[src/rtl/bus_cycle_ctrl.sv]
// Bus cycle sequencer: runs one address/data handshake per CPU request and
// reports completion (done) or a missing slave reply (buserr).
module bus_cycle_ctrl #(
  parameter int TIMEOUT = 63
) (
  input  logic        clk,
  input  logic        reset,
  input  logic        ce,
  input  logic        req_rd,
  input  logic        req_wr,
  input  logic        req_byte,
  input  logic [15:0] dba,
  input  logic [15:0] dbo,
  output logic [15:0] dbi,
  output logic        busy,
  output logic        done,
  output logic        buserr,
  output logic [15:0] bus_addr,
  output logic [15:0] bus_dout,
  input  logic [15:0] bus_din,
  output logic        bus_sync,
  output logic        bus_rd,
  output logic        bus_wr,
  output logic        bus_wtbt,
  input  logic        bus_rply
);

  localparam int CW = (TIMEOUT < 1) ? 1 : $clog2(TIMEOUT + 1);

  typedef enum logic [1:0] {IDLE, ADDR, XFER, RELEASE} state_t;

  state_t        state, state_nx;
  logic [CW-1:0] cnt, cnt_nx;
  logic          is_rd, is_rd_nx;
  logic          is_byte, is_byte_nx;
  logic [15:0]   dbi_nx, addr_nx, dout_nx;
  logic          done_nx, buserr_nx;

  always_ff @(posedge clk or posedge reset) begin
    if (reset) begin
      state    <= IDLE;
      cnt      <= '0;
      is_rd    <= 1'b0;
      is_byte  <= 1'b0;
      dbi      <= '0;
      bus_addr <= '0;
      bus_dout <= '0;
      done     <= 1'b0;
      buserr   <= 1'b0;
    end else if (ce) begin
      state    <= state_nx;
      cnt      <= cnt_nx;
      is_rd    <= is_rd_nx;
      is_byte  <= is_byte_nx;
      dbi      <= dbi_nx;
      bus_addr <= addr_nx;
      bus_dout <= dout_nx;
      done     <= done_nx;
      buserr   <= buserr_nx;
    end
  end

  always_comb begin
    state_nx   = state;
    cnt_nx     = cnt;
    is_rd_nx   = is_rd;
    is_byte_nx = is_byte;
    dbi_nx     = dbi;
    addr_nx    = bus_addr;
    dout_nx    = bus_dout;
    done_nx    = 1'b0;
    buserr_nx  = 1'b0;
    case (state)
      IDLE: begin
        // A reply still asserted from a previous slave blocks the new cycle.
        if ((req_rd || req_wr) && !bus_rply) begin
          addr_nx    = dba;
          is_rd_nx   = req_rd;
          is_byte_nx = req_byte;
          dout_nx    = (req_byte && dba[0]) ? {dbo[7:0], dbo[7:0]} : dbo;
          cnt_nx     = '0;
          state_nx   = ADDR;
        end
      end
      ADDR: state_nx = XFER;
      XFER: begin
        // Reply takes priority over the timeout when both land together.
        if (bus_rply) begin
          if (is_rd)
            dbi_nx = (is_byte && bus_addr[0]) ? {bus_din[15:8], bus_din[15:8]} : bus_din;
          state_nx = RELEASE;
        end else if (cnt == CW'(TIMEOUT)) begin
          buserr_nx = 1'b1;
          state_nx  = IDLE;
        end else begin
          cnt_nx = cnt + 1'b1;
        end
      end
      RELEASE: begin
        if (!bus_rply) begin
          done_nx  = 1'b1;
          state_nx = IDLE;
        end
      end
      default: state_nx = IDLE;
    endcase
  end

  // Strobes decode straight from state so reset clears them without a clock.
  assign busy     = (state != IDLE);
  assign bus_sync = (state == ADDR) || (state == XFER);
  assign bus_rd   = (state == XFER) && is_rd;
  assign bus_wr   = (state == XFER) && !is_rd;
  assign bus_wtbt = (state == XFER) && !is_rd;

endmodule
[config.mk]
export PLATFORM = sky130hd
export DESIGN_NAME = bus_cycle_ctrl
export DESIGN_NICKNAME = d
export VERILOG_FILES = /design/src/rtl/bus_cycle_ctrl.sv
export SDC_FILE = /design/constraint.sdc
export NUM_CORES = 1
export LEC_CHECK = 0
export ABC_AREA = 1
export CAP_MARGIN = 40
export CORE_ASPECT_RATIO = 0.5
export CORE_UTILIZATION = 34
export CTS_CLUSTER_SIZE = 30
export DETAILED_ROUTE_END_ITERATION = 10
export GPL_ROUTABILITY_DRIVEN = 0
export PLACE_DENSITY = 0.68
export SETUP_SLACK_MARGIN = 0.1
export SYNTH_ARGS = -nofsm -noshare
export SYNTH_HDL_FRONTEND = slang
export SYNTH_SLANG_ARGS = --single-unit
[constraint.sdc]
create_clock -name clk -period 1.58 [get_ports clk]
set_input_delay 0.237 -clock clk [delete_from_list [all_inputs] [get_ports clk]]
set_output_delay 0.237 -clock clk [all_outputs]
set_load 0.005 [all_outputs]
==> impl_summary.txt, run 1 <==
----------------------------------------------------
[Status]
  Result of the run ... finished with violations
  Failing checks ... setup timing

[Timing]
  PnR worst setup slack ... -0.09673 ns
  Setup Skew ... between 0.005 and 0.006 ns
  TNS Setup ... -0.8079 ns
  Minimum clock period ... 1.677 ns
  Worst slew margin relative to its limit ... around four fifths
  Setup repair after global routing missed its margin ... true
  Fmax ... between 500 and 600 MHz
  Setup violators final ... 26
  Final hold vios ... 0
  Fin Hold WS ... 0.3482 ns
  Total count of max-transition violations in the final report ... 0
  Actual transition at the worst max-transition pin ... approximately 0.33 ns
  Post-route fraction of the period consumed by the critical path ... 106.1%

[Floorplanning]
  Die X ... 128.6 um
  Die boundary height ... 65.28 um
  I/O pin cnt ... 110
  Core ar. ... between 7000 and 8000 um^2
  Starting density of the core ... between 30% and 40%
  FP Rows ... 22
  Die footprint ... around 8400 um^2

[Yosys]
  Number of warnings printed during yosys synthesis ... 0
  Cell taking the most area after synthesis ... dfrtp_1
  Synth top cells by count ... nand2_1 (74), dfrtp_1 (60), inv_1 (44)
  Number of flops mapped to enable cells by yosys ... 0
  Primary flip-flop cell chosen by synthesis mapping ... dfrtp_1
  Proportion of register bits with asynchronous set or reset after synthesis ... 100.0%
  Summed instance area of the synthesized netlist ... about 2700 um^2
  Cells after Synth ... between 300 and 400
  Number of nets produced by synthesis ... 381
  Number of distinct standard cells referenced by the synthesized netlist ... 20
  Top cells by area in the synthesized netlist ... dfrtp_1 (55%), nand2_1 (10%), inv_1 (6.1%)
  Fraction of post-synthesis cell area in the top cell type by area ... between 50 and 60%
  Top-count cell post-synth ... nand2_1
  Average cell area after synthesis ... around 8.5 um^2
  Post-synthesis sequential element count ... 60
  Fraction of the yosys area taken by sequential cells ... between 50 and 60%

[Route]
  Average routed wire per standard cell ... between 15 and 20 um
  Via-to-Cell Ratio ... approximately 4.6
  Number of design rule violations left after detail routing ... 0
  Router iterations before antenna repair ... 4
  Starting DRT DRC Count ... between 100 and 150
  Total wirelength of the detailed-routed design ... approximately 9000 um
  Via count ... about 2700
  Remaining antenna violation count ... 0

[Setup path]
  Required arrival time at the worst endpoint ... roughly 1.8 ns
  CP Launch Type ... flip-flop
  Kind of end point of the critical path ... flip-flop
  Critical path class ... reg -> reg
  Worst Path Arrival ... between 1.5 and 2 ns
  Worst-path fanout max ... 8
  Reg2Reg Depth ... 9

[Final layout]
  Utilization after layout ... approximately 65%
  Fin area ... approximately 4900 um^2
  Filler cells ... a little under 600
  Final Net Count ... between 500 and 600
  Proportion of layout cells with a drive suffix above 1 ... around a quarter
  Layout area overhead ... 80.19%
  Antenna cells ... 0

[Clock tree]
  Clock tree root buffer cell ... clkbuf_16
  Later-pin clock latency in the skew report ... roughly 0.33 ns
  Clock Pin Slew Worst Setup and Hold Paths ... 0.05 ns
  Total clock sinks ... 60
  Number of buffers between clock root and the deepest sink ... 2
  Clock tree from TritonCTS ... done
  Number of CTS-inserted buffers ... 9
  Level count of the clock H-tree ... 3

[Global routing]
  Number of global-route vias before repair ... 2446
  Initial antenna violation count ... 0
  Global-route wire length before repair ... 11920 um
  Aggregate global-route resource usage ... a little under a fifth
  Largest net degree at the start of global routing ... 61
  Leftover overflow at the end of global routing ... 0

[Hold path]
  HP Class ... in -> async

[Power and ir drop]
  Worst IR Drop VDD ... around 0.00069 V
  Leakage power total ... ~2.3 nW
  Pwr Density ... between 1500 and 2000 nW/um^2

[Job]
  Reported max-cap violation count ... 0

[Placed design]
  Post-detailed-placement cell area ... 4048 um^2
  Sum of net half-perimeters after detailed placement ... ~4700 um
  Number of port buffers ... about 110

----------------------------------------------------
==> final cells by class <==
class | instances | area (um^2) | area share [%]
Multi-Input combinational cell | 203 | 1139 | 23.21
Tap cell | 108 | 135.1 | 2.754
Sequential cell | 60 | 1501 | 30.60
Clock buffer | 11 | 242.7 | 4.948
Inverter | 46 | 183.9 | 3.749
Timing Repair Buffer | 155 | 1689 | 34.43
Clock inverter | 3 | 15.01 | 0.3060
==> path summary, 6_finish.rpt <==
| check | start | end | slack (ns) |
|---|---|---|---|
| max reg2reg | state[1]$_DFFE_PP0P_ | bus_dout[14]$_DFFE_PP0P_ | -0.1 |
| min reg2reg | buserr$_DFFE_PP0P_ | buserr$_DFFE_PP0P_ | 0.49 |
| min in group clk | dba[5] | bus_addr[5]$_DFFE_PP0P_ | 0.45 |
| max in group asynchronous | reset | bus_dout[11]$_DFFE_PP0P_ | 0.96 |
| min | reset | bus_addr[0]$_DFFE_PP0P_ | 0.35 |
| max | state[1]$_DFFE_PP0P_ | bus_dout[14]$_DFFE_PP0P_ | -0.1 |
==> worst max-delay path, stage by stage (launching register included) <==
cell,delay (ns)
dfrtp_1,0.39
buf_4,0.15
inv_4,0.05
ha_4,0.13
inv_2,0.05
nor3_4,0.22
buf_6,0.20
clkbuf_16,0.17
nor2_1,0.04
a21oi_1,0.18
==> placed cells by master, fill, tap and decap left out, types with 2 or more instances in the layout <==
cell and count:
clkdlybuf4s50_1 100, dfrtp_1 60, nand2_1 56, inv_1 38
nor2_1 33, a21oi_1 26, o21ai_1 21, buf_4 20
clkbuf_16 16, nand2_2 12, buf_6 12, nor2_2 8
a31oi_1 8, o21ai_2 7, nand2_4 6, nand3_1 5
o21ai_0 5, buf_12 5, inv_2 4, dlymetal6s2s_1 4
buf_2 4, inv_4 3, ha_1 3, clkinv_2 3
nor3_4 2, nor2_4 2, nand3_2 2, xor2_1 2
ha_4 2, buf_8 2
==> report_power, final <==
part / switching [mW] / leakage [nW] / internal (mW)
logic: 1.50 / 1.44 / 2.22
clock network: 0.663 / 0.131 / 1.08
registers: 0.438 / 0.721 / 2.21
total: 2.60 / 2.29 / 5.51
==> kinds of logic after synthesis <==
family          count (synthesis)  share of synthesized area (%)
compound gates                 68                          13.14
buf+inv                        59                          9.651
flops                          60                          55.15
simple gates                  126                          18.80
xor+xnor                        3                         0.9652
fa+ha+maj                       5                          2.298
==> sequential cells by signal, summed over array words and instances (netlist names), 2 cells and up <==
name and count:
bus_dout 16, bus_addr 16, state 2, dbi 16
cnt 6
==> routing by layer <==
metal / routed length (um) / vias up / GRT usage [%]
met2: 4447 / 82 / 30.88
met3: 428 / 25 / 5.293
met4: 288 / 0 / 8.971
li1: - / 1319 / -
met1: 3849 / 1285 / 22.68
met5: 0 / - / 0
==> stage by stage <==
step | std cells | power (mW) | setup WS, ns
floorplan | 321 | 3.641 | 0.1535
global placement | 543 | 5.492 | -0.03160
detailed placement | 543 | 5.554 | -0.06325
CTS | 568 | 7.562 | -0.02431
global route | 586 | 8.603 | -0.1930
finish | 586 | 8.106 | -0.09673
==> timing repair <==
action | CTS | global route
pin swaps | 8 | 12
hold buffers | 0 | 0
gates cloned | 2 | 12
buffers inserted | 10 | 7
setup endpoints to repair | 44 | 67
resized for setup | 51 | 69
Note: power is estimated with default switching activity, not from simulation.
==> run 2, diff against run 1 <==
--- a/config.mk
+++ b/config.mk
@@ -13,7 +13,8 @@
 export DETAILED_ROUTE_END_ITERATION = 10
 export GPL_ROUTABILITY_DRIVEN = 0
 export PLACE_DENSITY = 0.68
-export SETUP_SLACK_MARGIN = 0.1
+export REMOVE_ABC_BUFFERS = 1
+export SETUP_SLACK_MARGIN = 0.15
 export SYNTH_ARGS = -nofsm -noshare
 export SYNTH_HDL_FRONTEND = slang
 export SYNTH_SLANG_ARGS = --single-unit
==> impl_summary.txt, run 2 (same netlist as run 1, synthesis figures left out) <==
----------------------------------------------------
[Floorplanning]
  I/O pin cnt ... 110 (unchanged)
  FP Rows ... 22 (unchanged)
  Core ar. ... 7542 um^2 (unchanged)
  Starting density of the core ... 36.10% (unchanged)
  Die footprint ... 8391 um^2 (unchanged)
  Die boundary height ... 65.28 um (unchanged)
  Die X ... 128.6 um (unchanged)

[Setup path]
  Sequence of cells on the critical path ... inv_2, buf_6, ha_4, inv_4, nor3_4, buf_6, clkbuf_16, nor2_1, a21oi_1
  Top cell family by delay on the critical path ... buffers and inverters
  Cell repeated most along the worst path ... buf_6
  CP Launch Type ... flip-flop
  Critical path class ... reg -> reg
  Worst-path fanout max ... 9 (+1)
  Standard cell with the maximum stage delay on the critical path ... dfrtp_1
  Delay of the slowest critical-path stage ... 0.38 ns (about the same)
  Required arrival time at the worst endpoint ... 1.83 ns (+0.02 ns)
  Number of buffers and inverters on the critical path ... 5 (unchanged)
  Kind of end point of the critical path ... flip-flop
  Worst Path Arrival ... 1.80 ns (-0.11 ns)

[Final layout]
  Filler cells ... 611 (+2.9%)
  Layout area overhead ... 84.65%
  Area of combinational cells with multiple inputs ... 1275 um^2 (+12%)
  Utilization after layout ... 66.66% (+1.6 points)
  Largest registers ranked by flip-flop count ... bus_addr x16, bus_dout x16, dbi x16
  Antenna cells ... 0 (unchanged)
  FF/Latch Area ... 1503 um^2 (about the same)
  Proportion of layout cells with a drive suffix above 1 ... 29.05% (+5.2 points)
  Final Net Count ... 530 (-0.93%)
  Highest-count cells in the layout ignoring fill and taps ... dfrtp_1 (59), clkdlybuf4s50_1 (55), nand2_1 (49)
  Fin area ... 5027 um^2 (+2.5%)
  Final cell count without fillers ... 583 (-0.51%)
  Most common library cell in the layout ignoring fill and taps ... dfrtp_1

[Timing]
  Final hold vios ... 0 (unchanged)
  TNS Setup ... 0 ns (+0.8079 ns)
  Setup Skew ... 0.004627 ns (-0.001274 ns)
  Actual transition at the worst max-transition pin ... 0.3999 ns (+0.07215 ns)
  Worst slew margin relative to its limit ... 73.34% (-4.8 points)
  Setup violators final ... 0 (-100%)
  Fin Hold WS ... 0.3098 ns (-0.03842 ns)
  Setup repair after global routing missed its margin ... true
  Total count of max-transition violations in the final report ... 0 (unchanged)
  Minimum clock period ... 1.546 ns (-0.1312 ns)
  Fmax ... 647.0 MHz (+8.5%)
  Post-route fraction of the period consumed by the critical path ... 97.82% (-8.3 points)
  PnR worst setup slack ... 0.03445 ns (+0.1312 ns)

[Route]
  Router iterations before antenna repair ... 4 (unchanged)
  Number of design rule violations left after detail routing ... 0 (unchanged)
  Via count ... 2670 (-1.5%)
  Starting DRT DRC Count ... 148 (+15%)
  Remaining antenna violation count ... 0 (unchanged)
  Via-to-Cell Ratio ... 4.580 (-1.0%)
  Average routed wire per standard cell ... 14.11 um (-8.3%)
  Total wirelength of the detailed-routed design ... 8226 um (-8.7%)

[Clock tree]
  Number of buffers between clock root and the deepest sink ... 2 (unchanged)
  Clock tree root buffer cell ... clkbuf_16
  Clock Pin Slew Worst Setup and Hold Paths ... 0.05 ns (about the same)
  Total clock sinks ... 60 (unchanged)
  Number of buffers inserted for hold repair after clock tree synthesis ... 0 (unchanged)
  Level count of the clock H-tree ... 3 (unchanged)
  Later-pin clock latency in the skew report ... 0.32 ns (about the same)
  Clock tree from TritonCTS ... done
  Number of CTS-inserted buffers ... 9 (unchanged)

[Global routing]
  Number of global-route vias before repair ... 2461 (+0.61%)
  Largest net degree at the start of global routing ... 33 (-46%)
  Initial antenna violation count ... 0 (unchanged)
  Aggregate global-route resource usage ... 19.01% (+0.36 points)
  Global-route wire length before repair ... 12030 um (+0.92%)
  Leftover overflow at the end of global routing ... 0 (unchanged)

[Placed design]
  Setup WS pre-CTS ... -0.03240 ns (+0.03085 ns)
  Post-detailed-placement cell area ... 4024 um^2 (-0.59%)
  Number of instances in the placed design ... 542 (-0.18%)
  Number of port buffers ... 109 (unchanged)
  Sum of net half-perimeters after detailed placement ... 4917 um (+4.8%)

[Power and ir drop]
  Leakage power total ... 2.577 nW (+13%)
  Worst IR Drop VDD ... 0.0008095 V (+18%)
  Pwr Density ... 1639 nW/um^2 (-0.81%)
  Overall power ... 8.240 mW (+1.6%)

[Job]
  Reported max-cap violation count ... 0 (unchanged)

[Status]
  Result of the run ... completed

[Hold path]
  HP Class ... in -> async

----------------------------------------------------
[run 2: cell count changes in the layout (fill, tap and decap cells not counted), moves of 4 or more]
| cell | change |
|---|---|
| dlygate4sd2_1 | +22 |
| dlymetal6s2s_1 | +23 |
| nand2_4 | +6 |
| clkdlybuf4s50_1 | -45 |
| a21oi_2 | +4 |
| nor2_1 | -6 |
| o21ai_2 | +7 |
| nand2_1 | -7 |
| a21oi_1 | -4 |
| o21ai_1 | -8 |
[run 2: repair_timing]
item                                    in CTS  in global routing
resized for setup                           67                134
endpoints found under the setup margin      85                 91
hold endpoints to repair                     0                  0
pin swaps                                    5                  7
setup buffers                                6                 11
cloned                                       3                  5
[run 2: area by class of cell]
class	instances	area share (%)
Timing Repair Buffer	150	32.13
Sequential cell	60	29.89
Multi-Input combinational cell	203	25.36
Clock buffer	12	4.903
Inverter	46	3.584
Tap cell	108	2.688
Clock inverter	4	1.444
[run 2: worst register-to-register path, cell delays in order (launching register included)]
cell	delay, ns
dfrtp_1	0.38
inv_2	0.09
buf_6	0.11
ha_4	0.14
inv_4	0.04
nor3_4	0.21
buf_6	0.18
clkbuf_16	0.16
nor2_1	0.05
a21oi_1	0.11
[run 2: worst paths after layout]
kind                                            end  depth (start not counted)                 start  slack, ns
setup / recovery            bus_dout[6]$_DFFE_PP0P_                          9  state[0]$_DFFE_PP0P_       0.03
hold / removal             bus_addr[15]$_DFFE_PP0P_                          3                 reset       0.31
setup reg to reg            bus_dout[6]$_DFFE_PP0P_                          9  state[0]$_DFFE_PP0P_       0.03
hold reg to reg                  buserr$_DFFE_PP0P_                          2    buserr$_DFFE_PP0P_       0.48
max in group asynchronous      state[1]$_DFFE_PP0P_                          3                 reset       0.94
min in group clk           bus_addr[10]$_DFFE_PP0P_                          3               dba[10]       0.47
[run 2: power breakdown]
| group | leakage [nW] | internal, mW | total (mW) | switching (mW) |
|---|---|---|---|---|
| sequential | 0.720 | 2.21 | 2.61 | 0.396 |
| clock | 0.153 | 1.42 | 2.08 | 0.659 |
| combinational | 1.70 | 2.00 | 3.55 | 1.55 |
[run 2: routing by layer]
| metal | global-route usage, % | share of wire, % |
|---|---|---|
| met2 | 31.01 | 50 |
| met4 | 5.735 | 0.98 |
| met1 | 24.69 | 46 |
| met5 | 0 | 0 |
| met3 | 5.375 | 3.1 |
